**src/rtl/trainer_pkg.sv**
```systemverilog
// Shared definitions for the trainer stimulus sequencer: mode encoding,
// truth-table geometry and the row-advance helper.
package trainer_pkg;

    typedef enum logic [1:0] {
        MODE_MANUAL = 2'd0,
        MODE_AUTO   = 2'd1,
        MODE_STEP   = 2'd2
    } trainer_mode_t;

    localparam int unsigned TRAINER_ROWS  = 4;
    localparam int unsigned TRAINER_ROW_W = 2;

    // Advance a truth-table row, wrapping from the last row back to 0.
    function automatic logic [TRAINER_ROW_W-1:0] next_row(input logic [TRAINER_ROW_W-1:0] row);
        if (row == TRAINER_ROW_W'(TRAINER_ROWS - 1)) begin
            return '0;
        end
        return row + TRAINER_ROW_W'(1);
    endfunction

endpackage

```
**src/rtl/trainer_debounce.sv**
```systemverilog
// Two-flop synchroniser plus counting debouncer for one raw board input.
// level flips after DEBOUNCE_CYCLES consecutive cycles of disagreement;
// rise is a registered one-cycle pulse coincident with a 0->1 level flip.
module trainer_debounce #(
    parameter int unsigned DEBOUNCE_CYCLES = 16
) (
    input  logic clk,
    input  logic rst,
    input  logic raw,
    output logic level,
    output logic rise
);

    localparam int unsigned            CNT_W    = $clog2(DEBOUNCE_CYCLES);
    localparam logic [CNT_W-1:0]       CNT_LAST = CNT_W'(DEBOUNCE_CYCLES - 1);

    logic             sync_meta;
    logic             sync_q;
    logic [CNT_W-1:0] cnt;

    // Bring the asynchronous input into the clock domain.
    always_ff @(posedge clk or posedge rst) begin
        if (rst) begin
            sync_meta <= 1'b0;
            sync_q    <= 1'b0;
        end else begin
            sync_meta <= raw;
            sync_q    <= sync_meta;
        end
    end

    // Count disagreement cycles; flip the level once the run is long enough.
    always_ff @(posedge clk or posedge rst) begin
        if (rst) begin
            cnt   <= '0;
            level <= 1'b0;
            rise  <= 1'b0;
        end else begin
            rise <= 1'b0;
            if (sync_q == level) begin
                cnt <= '0;
            end else if (cnt == CNT_LAST) begin
                cnt   <= '0;
                level <= ~level;
                rise  <= ~level;
            end else begin
                cnt <= cnt + CNT_W'(1);
            end
        end
    end

endmodule

```
**src/rtl/trainer_stimulus_seq.sv**
```systemverilog
// Operand source for the trainer gate block. Debounces the switches and
// buttons, then drives a/b manually, auto-stepped or button-stepped.
// Optional feature macro: TRAINER_SEQ_STEP_EN (STEP mode and btn_step).
module trainer_stimulus_seq
    import trainer_pkg::*;
#(
    parameter int unsigned DEBOUNCE_CYCLES = 16,
    parameter int unsigned DWELL_CYCLES    = 1000
) (
    input  logic                     clk,
    input  logic                     rst,
    input  logic                     sw_a,
    input  logic                     sw_b,
    input  logic                     btn_mode,
    input  logic                     btn_step,
    output logic                     a,
    output logic                     b,
    output logic [1:0]               mode,
    output logic [TRAINER_ROW_W-1:0] step_idx,
    output logic                     step_strobe
);

    localparam int unsigned        DWELL_W    = $clog2(DWELL_CYCLES);
    localparam logic [DWELL_W-1:0] DWELL_LAST = DWELL_W'(DWELL_CYCLES - 1);

    localparam logic [1:0] ST_MANUAL = MODE_MANUAL;
    localparam logic [1:0] ST_AUTO   = MODE_AUTO;
    localparam logic [1:0] ST_STEP   = MODE_STEP;

`ifdef TRAINER_SEQ_STEP_EN
    localparam bit STEP_EN = 1'b1;
`else
    localparam bit STEP_EN = 1'b0;
`endif

    logic sw_a_lvl;
    logic sw_b_lvl;
    logic mode_press;
    logic step_press;
    logic unused_sw_a_rise;
    logic unused_sw_b_rise;
    logic unused_mode_lvl;

    logic [1:0]               mode_nxt;
    logic [TRAINER_ROW_W-1:0] idx_nxt;
    logic [DWELL_W-1:0]       dwell_q;
    logic [DWELL_W-1:0]       dwell_nxt;
    logic                     a_nxt;
    logic                     b_nxt;
    logic                     strobe_nxt;

    trainer_debounce #(.DEBOUNCE_CYCLES(DEBOUNCE_CYCLES)) u_db_sw_a (
        .clk   (clk),
        .rst   (rst),
        .raw   (sw_a),
        .level (sw_a_lvl),
        .rise  (unused_sw_a_rise)
    );

    trainer_debounce #(.DEBOUNCE_CYCLES(DEBOUNCE_CYCLES)) u_db_sw_b (
        .clk   (clk),
        .rst   (rst),
        .raw   (sw_b),
        .level (sw_b_lvl),
        .rise  (unused_sw_b_rise)
    );

    trainer_debounce #(.DEBOUNCE_CYCLES(DEBOUNCE_CYCLES)) u_db_mode (
        .clk   (clk),
        .rst   (rst),
        .raw   (btn_mode),
        .level (unused_mode_lvl),
        .rise  (mode_press)
    );

`ifdef TRAINER_SEQ_STEP_EN
    logic unused_step_lvl;

    trainer_debounce #(.DEBOUNCE_CYCLES(DEBOUNCE_CYCLES)) u_db_step (
        .clk   (clk),
        .rst   (rst),
        .raw   (btn_step),
        .level (unused_step_lvl),
        .rise  (step_press)
    );
`else
    logic unused_btn_step;

    assign unused_btn_step = btn_step;
    assign step_press      = 1'b0;
`endif

    // Mode, row and operand state registers.
    always_ff @(posedge clk or posedge rst) begin
        if (rst) begin
            mode        <= ST_MANUAL;
            step_idx    <= '0;
            dwell_q     <= '0;
            a           <= 1'b0;
            b           <= 1'b0;
            step_strobe <= 1'b0;
        end else begin
            mode        <= mode_nxt;
            step_idx    <= idx_nxt;
            dwell_q     <= dwell_nxt;
            a           <= a_nxt;
            b           <= b_nxt;
            step_strobe <= strobe_nxt;
        end
    end

    // Next mode/row/operands; a mode press pre-empts any step that cycle.
    always_comb begin
        mode_nxt   = mode;
        idx_nxt    = step_idx;
        dwell_nxt  = dwell_q;
        a_nxt      = a;
        b_nxt      = b;
        strobe_nxt = 1'b0;

        if (mode_press) begin
            case (mode)
                ST_MANUAL: mode_nxt = ST_AUTO;
                ST_AUTO:   mode_nxt = STEP_EN ? ST_STEP : ST_MANUAL;
                default:   mode_nxt = ST_MANUAL;
            endcase
            idx_nxt   = '0;
            dwell_nxt = '0;
            if (mode_nxt == ST_MANUAL) begin
                a_nxt = sw_a_lvl;
                b_nxt = sw_b_lvl;
            end else begin
                a_nxt = 1'b0;
                b_nxt = 1'b0;
            end
        end else begin
            case (mode)
                ST_MANUAL: begin
                    idx_nxt   = '0;
                    dwell_nxt = '0;
                    a_nxt     = sw_a_lvl;
                    b_nxt     = sw_b_lvl;
                end
                ST_AUTO: begin
                    if (dwell_q == DWELL_LAST) begin
                        dwell_nxt      = '0;
                        idx_nxt        = next_row(step_idx);
                        {a_nxt, b_nxt} = idx_nxt;
                        strobe_nxt     = 1'b1;
                    end else begin
                        dwell_nxt = dwell_q + DWELL_W'(1);
                    end
                end
                ST_STEP: begin
                    if (step_press) begin
                        idx_nxt        = next_row(step_idx);
                        {a_nxt, b_nxt} = idx_nxt;
                        strobe_nxt     = 1'b1;
                    end
                end
                default: begin
                    mode_nxt  = ST_MANUAL;
                    idx_nxt   = '0;
                    dwell_nxt = '0;
                end
            endcase
        end
    end

endmodule
```
**config.mk**
```make
export PLATFORM = sky130hd
export DESIGN_NAME = trainer_stimulus_seq
export DESIGN_NICKNAME = d
export VERILOG_FILES = /design/src/rtl/trainer_pkg.sv /design/src/rtl/trainer_debounce.sv /design/src/rtl/trainer_stimulus_seq.sv
export SDC_FILE = /design/constraint.sdc
export NUM_CORES = 1
export LEC_CHECK = 0
export BUFFER_PORTS_ARGS = -buffer_cell sky130_fd_sc_hd__buf_4
export CAP_MARGIN = 15
export CORE_MARGIN = 2
export CORE_UTILIZATION = 38
export CTS_CLUSTER_DIAMETER = 100
export DETAILED_ROUTE_END_ITERATION = 10
export PLACE_DENSITY_LB_ADDON = 0.15
export SYNTH_ARGS = -nofsm -noshare
export SYNTH_HDL_FRONTEND = slang
export SYNTH_SLANG_ARGS = --single-unit
export TNS_END_PERCENT = 20
```
**constraint.sdc**
```tcl
create_clock -name clk -period 2 [get_ports clk]
set_input_delay 0.2 -clock clk [delete_from_list [all_inputs] [get_ports clk]]
set_output_delay 0.2 -clock clk [all_outputs]
set_load 0.01 [all_outputs]
```
==> impl_metrics.env, run 1 <==
export IMPL_routed_via_density=5.13
export IMPL_synth_edff_count=0
export IMPL_crit_type="reg2reg"
export IMPL_clk_path_buf_depth=2
export IMPL_fin_nets=167
export IMPL_clock_sinks=38
export IMPL_coreArea_mm2=0.00406
export IMPL_antenna_found_initial=0
export IMPL_crit_fanout=9
export IMPL_worstMarginPinSlew_ps=502
export IMPL_hold_class="in2async"
export IMPL_die_y_um=69.2
export IMPL_total_power_mw=1.51
export IMPL_drtIter0Drc=23
export IMPL_wire_per_inst_um=12.9
export IMPL_cts_tree="built"
export IMPL_hold_buffers=0
export IMPL_setup_tns_final_ps=0
export IMPL_hpwl_um=1910
export IMPL_rsz0062_at_grt="false"
export IMPL_layout_common_cells="38 x dfrtp_1, 12 x nand3_1, 11 x nor2_1, 11 x a21oi_1, 11 x buf_4"
export IMPL_max_freq_mhz=610
export IMPL_whs_ps=15.6
export IMPL_ctsResizeCount=0
export IMPL_grt_max_degree=39
export IMPL_overflow=0
export IMPL_clk_pin_slew_ps=80
export IMPL_insertion_delay_ps=290
export IMPL_maxCapViolCount=0
export IMPL_drv_slew=0
export IMPL_routed_wl_um=2680
export IMPL_dieWidth_um=69.2
export IMPL_syn_nets=151
export IMPL_first_global_vias=1115
export IMPL_vias=1061
export IMPL_dieArea_mm2=0.00479
export IMPL_htree_levels=2
export IMPL_area_growth_pct=15.7
export IMPL_endpoint_kind="register"
export IMPL_cp_data_arrival_time_ps=1850
export IMPL_placed_cell_area_mm2=0.00175
export IMPL_cts_buffers=5
export IMPL_layout_drive_gt1_share_pct=17.8
export IMPL_synth_ff_type="dfrtp_1"
export IMPL_start_util_pct=39.8
export IMPL_diodes=0
export IMPL_finalInstanceArea_mm2=0.00187
export IMPL_hold_viol_final=0
export IMPL_final_util_pct=46.1
export IMPL_ios=13
export IMPL_status="finished clean"
export IMPL_track_usage_pct=12.8
export IMPL_io_buffers=10
export IMPL_power_density_mw_per_mm2=807
export IMPL_grt_pass1_wl_um=4840
export IMPL_synth_area_mm2=0.00162
export IMPL_seq_area_frac_synth_pct=58.9
export IMPL_ant_nets=0
export IMPL_cts_root_buffer="clkbuf_8"
export IMPL_cp_start_kind="register"
export IMPL_cts_setup_buffers=0
export IMPL_vdd_drop_max_mv=0.510
export IMPL_finClkSkew_ps=6.74
export IMPL_ys_types=30
export IMPL_period_needed_ps=1640
export IMPL_synthArstFlopShare_pct=100
export IMPL_finalSetupViolCount=0
export IMPL_first_pass_iters=4
export IMPL_postSynthRegisterBits=38
export IMPL_cp_data_required_time_ps=2220
export IMPL_slew_headroom_pct=66.5
export IMPL_place_gp_congestion=0.721
export IMPL_syn_inst=140
export IMPL_synth_avg_cell_area_um2=11.5
export IMPL_p_leak_nw=0.826
export IMPL_yosysWarnings=0
export IMPL_fin_crit_sh_pct=81.9
export IMPL_final_common_cell="dfrtp_1"
export IMPL_drc=0
export IMPL_num_rows=23
==> Yosys cell counts, types with 2 or more instances <==
master    number  area [um2]
dfrtp_1       38         951
nand3_1       12        60.1
a21oi_1       11        55.1
nor2_1        11        41.3
nand2_1        8        30.0
xnor2_1        7        61.3
o21ai_0        6        30.0
ha_1           5        62.6
inv_1          4        15.0
nand4b_1       4        35.0
nor2b_1        4        25.0
nor3b_1        4        30.0
xor2_1         4        35.0
mux2_2         3        33.8
and3_2         2        15.0
clkbuf_1       2        7.51
nand2b_1       2        12.5
==> per-layer routing <==
layer | part of all wire [%] | global-route usage [%] | up-vias
met1 | 44 | 14.5 | 518
met5 | 0 | 0 | -
met4 | 1.9 | 6.10 | 0
met3 | 4.3 | 4.94 | 7
li1 | - | - | 518
met2 | 49 | 21.0 | 18
==> per-stage QoR <==
stage          setup slack, ps  std cells
2_1_floorplan              485        140
3_3_place_gp               412        198
3_5_place_dp               360        198
4_1_cts                    343        206
5_1_grt                    206        207
6_report                   362        207
==> path summary, 6_finish.rpt <==
path                       slack [ps]                 from  cells past startpoint                  end
setup / recovery                  360           dwell_q[0]                      5                    b
hold / removal                     20                  rst                      3  u_db_sw_a.sync_meta
setup reg to reg                  360           dwell_q[0]                      5                    b
hold reg to reg                   360  u_db_sw_a.sync_meta                      0     u_db_sw_a.sync_q
max in group asynchronous        1660                  rst                      3     u_db_mode.sync_q
min in group clk                   20                 sw_a                      1  u_db_sw_a.sync_meta
==> cell type report <==
type	count	area, um2
Fill cell	364	2190
Inverter	4	15.0
Multi-Input combinational cell	95	634
Sequential cell	38	951
Timing Repair Buffer	12	92.6
Clock buffer	5	68.8
Tap cell	50	62.6
Clock inverter	3	45.0
==> power by group <==
| part | internal (mW) | total, mW | switching [mW] | leakage (nW) |
|---|---|---|---|---|
| Clock | 0.371 | 0.643 | 0.272 | 0.0504 |
| Combinational | 0.0270 | 0.0593 | 0.0323 | 0.266 |
| Sequential | 0.789 | 0.807 | 0.0177 | 0.509 |
==> flip-flops by register name, summed over array words and instances (netlist names) <==
register,count
dwell_q,10
u_db_mode.cnt,4
u_db_sw_a.cnt,4
u_db_sw_b.cnt,4
step_idx,2
a,1
b,1
mode,1
step_strobe,1
u_db_mode.level,1
u_db_mode.rise,1
u_db_mode.sync_meta,1
u_db_mode.sync_q,1
u_db_sw_a.level,1
u_db_sw_a.sync_meta,1
u_db_sw_a.sync_q,1
u_db_sw_b.level,1
u_db_sw_b.sync_meta,1
u_db_sw_b.sync_q,1
==> worst max-delay path, cell delays in order, from the launching register on <==
cell and delay (ps):
dfrtp_1 400, ha_1 240, and4bb_4 290, nand3_4 120, or3_1 350, a31oi_1 160
==> kinds of logic after synthesis <==
group,Yosys count,share of synthesized area [%]
xor+xnor,11,5.96
other cells,1,0.232
buf+inv,7,1.86
mux,4,2.71
simple gates,55,20.2
compound gates,19,6.27
flops,38,58.9
fa+ha+maj,5,3.87
No activity file was read; power rests on OpenSTA's default activity.
==> inputs of run 2 (changes only) <==
--- a/config.mk
+++ b/config.mk
@@ -5,6 +5,7 @@
 export SDC_FILE = /design/constraint.sdc
 export NUM_CORES = 1
 export LEC_CHECK = 0
+export ABC_AREA = 1
 export BUFFER_PORTS_ARGS = -buffer_cell sky130_fd_sc_hd__buf_4
 export CAP_MARGIN = 15
 export CORE_MARGIN = 2
==> constraint.sdc (replaced) <==
create_clock -name clk -period 1.3 [get_ports clk]
set_input_delay 0.13 -clock clk [delete_from_list [all_inputs] [get_ports clk]]
set_output_delay 0.13 -clock clk [all_outputs]
set_load 0.01 [all_outputs]
==> impl_metrics.env, run 2 <==
export IMPL_finClkSkew_ps=4.33
export IMPL_drv_slew=0
export IMPL_diodes=0
export IMPL_ios=13
export IMPL_cts_root_buffer="clkbuf_8"
export IMPL_synth_edff_count=0
export IMPL_max_freq_mhz=832
export IMPL_htree_levels=2
export IMPL_routed_via_density=4.68
export IMPL_grt_pass1_wl_um=5330
export IMPL_cp_data_arrival_time_ps=1380
export IMPL_power_density_mw_per_mm2=1070
export IMPL_cp_start_kind="register"
export IMPL_hold_class="reg2reg"
export IMPL_internal_power_mw=1.68
export IMPL_synthArstFlopShare_pct=100
export IMPL_drtIter0Drc=67
export IMPL_p_leak_nw=0.963
export IMPL_track_usage_pct=13.5
export IMPL_cts_tree="built"
export IMPL_cp_data_required_time_ps=1480
export IMPL_fin_nets=220
export IMPL_maxCapViolCount=0
export IMPL_endpoint_kind="register"
export IMPL_grt_max_degree=39
export IMPL_netlist_area_leader_share_pct=55.4
export IMPL_dieWidth_um=71.2
export IMPL_postSynthRegisterBits=38
export IMPL_p_comb_share_pct=4.3
export IMPL_drc=0
export IMPL_hold_viol_final=0
export IMPL_reg2reg_depth=3
export IMPL_first_global_vias=1265
export IMPL_insertion_delay_ps=290
export IMPL_rsz0062_at_grt="false"
export IMPL_cts_buffers=5
export IMPL_ant_nets=0
export IMPL_min_path_cells=0
export IMPL_clk_path_buf_depth=2
export IMPL_final_common_cell="dfrtp_1"
export IMPL_layout_common_cells="38 x dfrtp_1, 31 x nor2_1, 30 x nand2_1, 19 x inv_1, 18 x nand3_1"
export IMPL_clk_pin_slew_ps=70
export IMPL_vdd_drop_max_mv=0.460
export IMPL_synth_area_mm2=0.00172
export IMPL_yosysWarnings=0
export IMPL_vias=1227
export IMPL_hpwl_um=2060
export IMPL_status="finished clean"
export IMPL_setup_tns_final_ps=0
export IMPL_final_util_pct=46.8
export IMPL_first_pass_iters=4
export IMPL_io_buffers=10
export IMPL_coreArea_mm2=0.00435
export IMPL_num_rows=24
export IMPL_pwr_share_seq_pct=56.8
export IMPL_fin_crit_sh_pct=92.4
export IMPL_crit_fanout=3
export IMPL_clock_sinks=38
export IMPL_crit_type="reg2reg"
export IMPL_regMostFlops="dwell_q"
export IMPL_overflow=0
export IMPL_antenna_found_initial=0
export IMPL_routed_wl_um=2900
export IMPL_power_frac_clock_pct=38.9
export IMPL_area_growth_pct=18.6
export IMPL_finalSetupViolCount=0
export IMPL_ys_top_cells_by_area="dfrtp_1 55%, nand2_1 7.2%, nor2_1 7.0%"
export IMPL_synth_most_common_cell="dfrtp_1"
export IMPL_synthTopCellsByCount="38 x dfrtp_1, 33 x nand2_1, 32 x nor2_1"
export IMPL_synth_ff_type="dfrtp_1"
export IMPL_dieArea_mm2=0.00507
export IMPL_synth_avg_cell_area_um2=9.24
export IMPL_period_needed_ps=1200
export IMPL_swShare_pct=22.6
export IMPL_seq_area_frac_synth_pct=55.4
export IMPL_start_util_pct=39.5
export IMPL_die_y_um=71.2
export IMPL_syn_inst=186
export IMPL_yosysTopAreaCell="dfrtp_1"
export IMPL_place_gp_congestion=0.764
export IMPL_layout_drive_gt1_share_pct=19.0
export IMPL_ys_types=27
export IMPL_largest_reg_flops=10
export IMPL_wire_per_inst_um=11.1
export IMPL_p_sw_mw=0.492
export IMPL_syn_nets=197
## run 2: cell count changes after synthesis, moves of 3 or more
| cell | previous run | this run |
|---|---|---|
| nor2_1 | 11 | 32 |
| nand2_1 | 8 | 33 |
| nand4b_1 | 4 | 0 |
| inv_1 | 4 | 19 |
| a21oi_1 | 11 | 3 |
| nand2_2 | 0 | 4 |
| nor2b_1 | 4 | 0 |
| o21ai_0 | 6 | 3 |
| nand3_1 | 12 | 18 |
| xnor2_1 | 7 | 3 |
## run 2: metal layers
metal  vias up  part of all wire, %  global-route usage [%]
met5         -                    0                       0
met4         0                  1.5                    6.50
met3         5                  4.1                    5.06
met2        18                   46                    21.9
met1       577                   48                    15.9
li1        627                    -                       -
## run 2: power groups by stage
stage	combinational [mW]	sequential (mW)	clock, mW
floorplan	0.0631	1.25	0
global placement	0.0826	1.25	0
detailed placement	0.0861	1.26	0
CTS	0.0962	1.23	0.885
global route	0.112	1.24	0.922
finish	0.0923	1.23	0.845
## run 2: worst max-delay path: stages (launching register included)
cell and delay (ps):
dfrtp_1 410, ha_1 240, nand3_1 110, mux2_2 340
## run 2: cells by family after synthesis
kind of cell               Yosys count  synth area share (%)
xor gates and xnor gates             7                  3.57
AOI/OAI and AO/OA                    8                  2.48
adders and majority gates            5                  3.64
buffers and inverters               23                  5.68
DFF                                 38                  55.4
and+or+nand+nor                    103                  28.4
other                                1                 0.218
muxes                                1                 0.655
## run 2: final cells by class
cell class	instances	area, um2
Multi-Input combinational cell	125	702
Tap cell	52	65.1
Timing Repair Buffer	18	145
Fill cell	416	2320
Sequential cell	38	951
Inverter	21	78.8
Clock inverter	2	12.5
Clock buffer	6	82.6
## run 2: metrics by stage
| step | hold WS, ps | cells | setup slack, ps | power, mW | area, um2 |
|---|---|---|---|---|---|
| 4_1_cts | 352 | 261 | 37.8 | 2.21 | 2000 |
| 6_report | 350 | 262 | 98.7 | 2.17 | 2040 |
| 3_5_place_dp | 241 | 249 | 54.1 | 1.34 | 1860 |
| 5_1_grt | 365 | 262 | 3.30 | 2.27 | 2040 |
| 3_3_place_gp | 240 | 249 | 72.2 | 1.34 | 1860 |
| 2_1_floorplan | 161 | 186 | 155 | 1.32 | 1720 |
## run 2: final timing paths
| path | from | endpoint | slack, ps |
|---|---|---|---|
| worst max-delay path | u_db_sw_a.cnt[0] | u_db_sw_a.level | 100 |
| worst min-delay path | u_db_sw_b.sync_meta | u_db_sw_b.sync_q | 350 |
| worst max register to register | u_db_sw_a.cnt[0] | u_db_sw_a.level | 100 |
| worst min register to register | u_db_sw_b.sync_meta | u_db_sw_b.sync_q | 350 |
| max in group asynchronous | rst | dwell_q[0] | 460 |
| min in group asynchronous | rst | step_idx[1] | 520 |
## run 2: timing repair
action                                  in CTS  in global routing
hold endpoints to repair                    41                  0
hold buffers                                 4                  0
setup buffers                                0                  1
endpoints found under the setup margin       0                 11
gates resized for setup                      0                  8
==> inputs of run 3 (changes only) <==
==> constraint.sdc (replaced) <==
create_clock -name clk -period 1.3 [get_ports clk]
set_input_delay 0.26 -clock clk [delete_from_list [all_inputs] [get_ports clk]]
set_output_delay 0.26 -clock clk [all_outputs]
set_load 0.01 [all_outputs]
==> impl_metrics.env, run 3 (synthesis gave the netlist of run 2 again) <==
export IMPL_hold_class="in2async"
export IMPL_max_freq_mhz=796
export IMPL_wire_per_inst_um=11.4
export IMPL_drtIter0Drc=87
export IMPL_start_util_pct=39.5
export IMPL_rsz0062_at_grt="true"
export IMPL_layout_drive_gt1_share_pct=18.5
export IMPL_diodes=0
export IMPL_num_rows=24
export IMPL_first_pass_iters=4
export IMPL_placed_cells=248
export IMPL_clock_sinks=38
export IMPL_drc=0
export IMPL_setup_tns_final_ps=0
export IMPL_insertion_delay_ps=290
export IMPL_ant_nets=0
export IMPL_r2r_setup_slack_ps=40
export IMPL_routed_wl_um=2920
export IMPL_area_growth_pct=15.8
export IMPL_cts_buffers=5
export IMPL_period_needed_ps=1260
export IMPL_antenna_found_initial=0
export IMPL_slowest_delay_ps=380
export IMPL_power_density_mw_per_mm2=1080
export IMPL_r2r_start="dwell_q[1]"
export IMPL_dieWidth_um=71.2
export IMPL_place_gp_congestion=0.763
export IMPL_status="finished clean"
export IMPL_layout_common_cells="38 x dfrtp_1, 31 x nor2_1, 31 x nand2_1, 18 x inv_1, 18 x nand3_1"
export IMPL_cp_cell_sequence="ha_2 > nand2_4 > nor2_4 > nand3_4 > nand2_8 > nand2_2 > nand2_1"
export IMPL_use_met2_pct=20.2
export IMPL_placed_cell_area_mm2=0.00187
export IMPL_pre_cts_ws_ps=31.4
export IMPL_critPathSlowestCell="dfrtp_1"
export IMPL_cp_start_kind="register"
export IMPL_cp_data_required_time_ps=1520
export IMPL_hpwl_um=2070
export IMPL_die_y_um=71.2
export IMPL_fillCellCount=408
export IMPL_final_util_pct=45.7
export IMPL_cp_num_buf_inv=0
export IMPL_top_usage_layer="met2"
export IMPL_drv_slew=0
export IMPL_regMostFlops="dwell_q"
export IMPL_fin_crit_sh_pct=96.6
export IMPL_total_power_mw=2.14
export IMPL_htree_levels=2
export IMPL_crit_fanout=8
export IMPL_dieArea_mm2=0.00507
export IMPL_first_global_vias=1202
export IMPL_reg2reg_depth=7
export IMPL_final_common_cell="dfrtp_1"
export IMPL_vdd_drop_max_mv=0.470
export IMPL_cp_data_arrival_time_ps=1480
export IMPL_endpoint_kind="register"
export IMPL_io_buffers=10
export IMPL_fin_nets=215
export IMPL_coreArea_mm2=0.00435
export IMPL_grt_max_degree=39
export IMPL_clk_pin_slew_ps=70
export IMPL_finClkSkew_ps=6.27
export IMPL_final_cells=257
export IMPL_ios=13
export IMPL_p_leak_nw=0.947
export IMPL_whs_ps=19.0
export IMPL_clk_path_buf_depth=2
export IMPL_finalWorstSetupSlack_ps=44.5
export IMPL_maxCapViolCount=0
export IMPL_largest_reg_flops=10
export IMPL_routed_via_density=4.82
export IMPL_finalInstanceArea_mm2=0.00199
export IMPL_met3_usage_pct=4.36
export IMPL_regArea_um2=951
export IMPL_grt_pass1_wl_um=5060
export IMPL_rr_endpoint="a"
export IMPL_hold_viol_final=0
export IMPL_track_usage_pct=12.9
export IMPL_cts_root_buffer="clkbuf_8"
export IMPL_critPathTopFamily="simple AND/OR/NAND/NOR gates"
export IMPL_vias=1240
export IMPL_multi_input_area_um2=693
export IMPL_use_met1_pct=16.1
export IMPL_overflow=0
export IMPL_finalSetupViolCount=0
export IMPL_cts_tree="built"
export IMPL_crit_type="reg2reg"
[run 3: cell count changes in the layout (fill, tap and decap cells not counted), sizes merged]
cell and change:
buf -1, clkbuf +1, clkinvlp -1, dlygate4sd3 -4
[run 3: what timing repair did]
| item | CTS | global route |
|---|---|---|
| setup buffers | 0 | 1 |
| endpoints found under the setup margin | 0 | 11 |
| gates resized for setup | 0 | 7 |
| hold buffers | 0 | 0 |
[run 3: worst max path at each step]
stage                    start          end  slack, ps  cells past startpoint
floorplan           dwell_q[0]            b        160                      7
global placement    dwell_q[1]            b         60                      7
detailed placement  dwell_q[1]  step_idx[1]         30                      7
CTS                 dwell_q[1]  step_idx[1]         10                      7
global route        dwell_q[1]  step_idx[0]        -50                      7
finish              dwell_q[1]            a         40                      7
[run 3: metal layers]
layer / part of all wire (%) / vias up
met3: 5.5 / 4
li1: - / 617
met5: 0 / -
met4: 0.96 / 0
met1: 44 / 595
met2: 50 / 24
[run 3: worst min-delay path, delay by kind of cell]
family                 cells  cell delay (ps)
buffers and inverters      3              410
[run 3: power breakdown]
part           internal, mW  switching (mW)  leakage, nW  total, mW
Combinational        0.0375          0.0505        0.389     0.0880
Clock                 0.427           0.392       0.0482      0.819
Sequential             1.21          0.0214        0.509       1.24
[run 3: area by class of cell]
type	count	area share (%)
Tap cell	52	3.27
Inverter	21	3.96
Timing Repair Buffer	13	5.53
Clock inverter	1	0.252
Sequential cell	38	47.8
Clock buffer	7	4.34
Multi-Input combinational cell	125	34.8
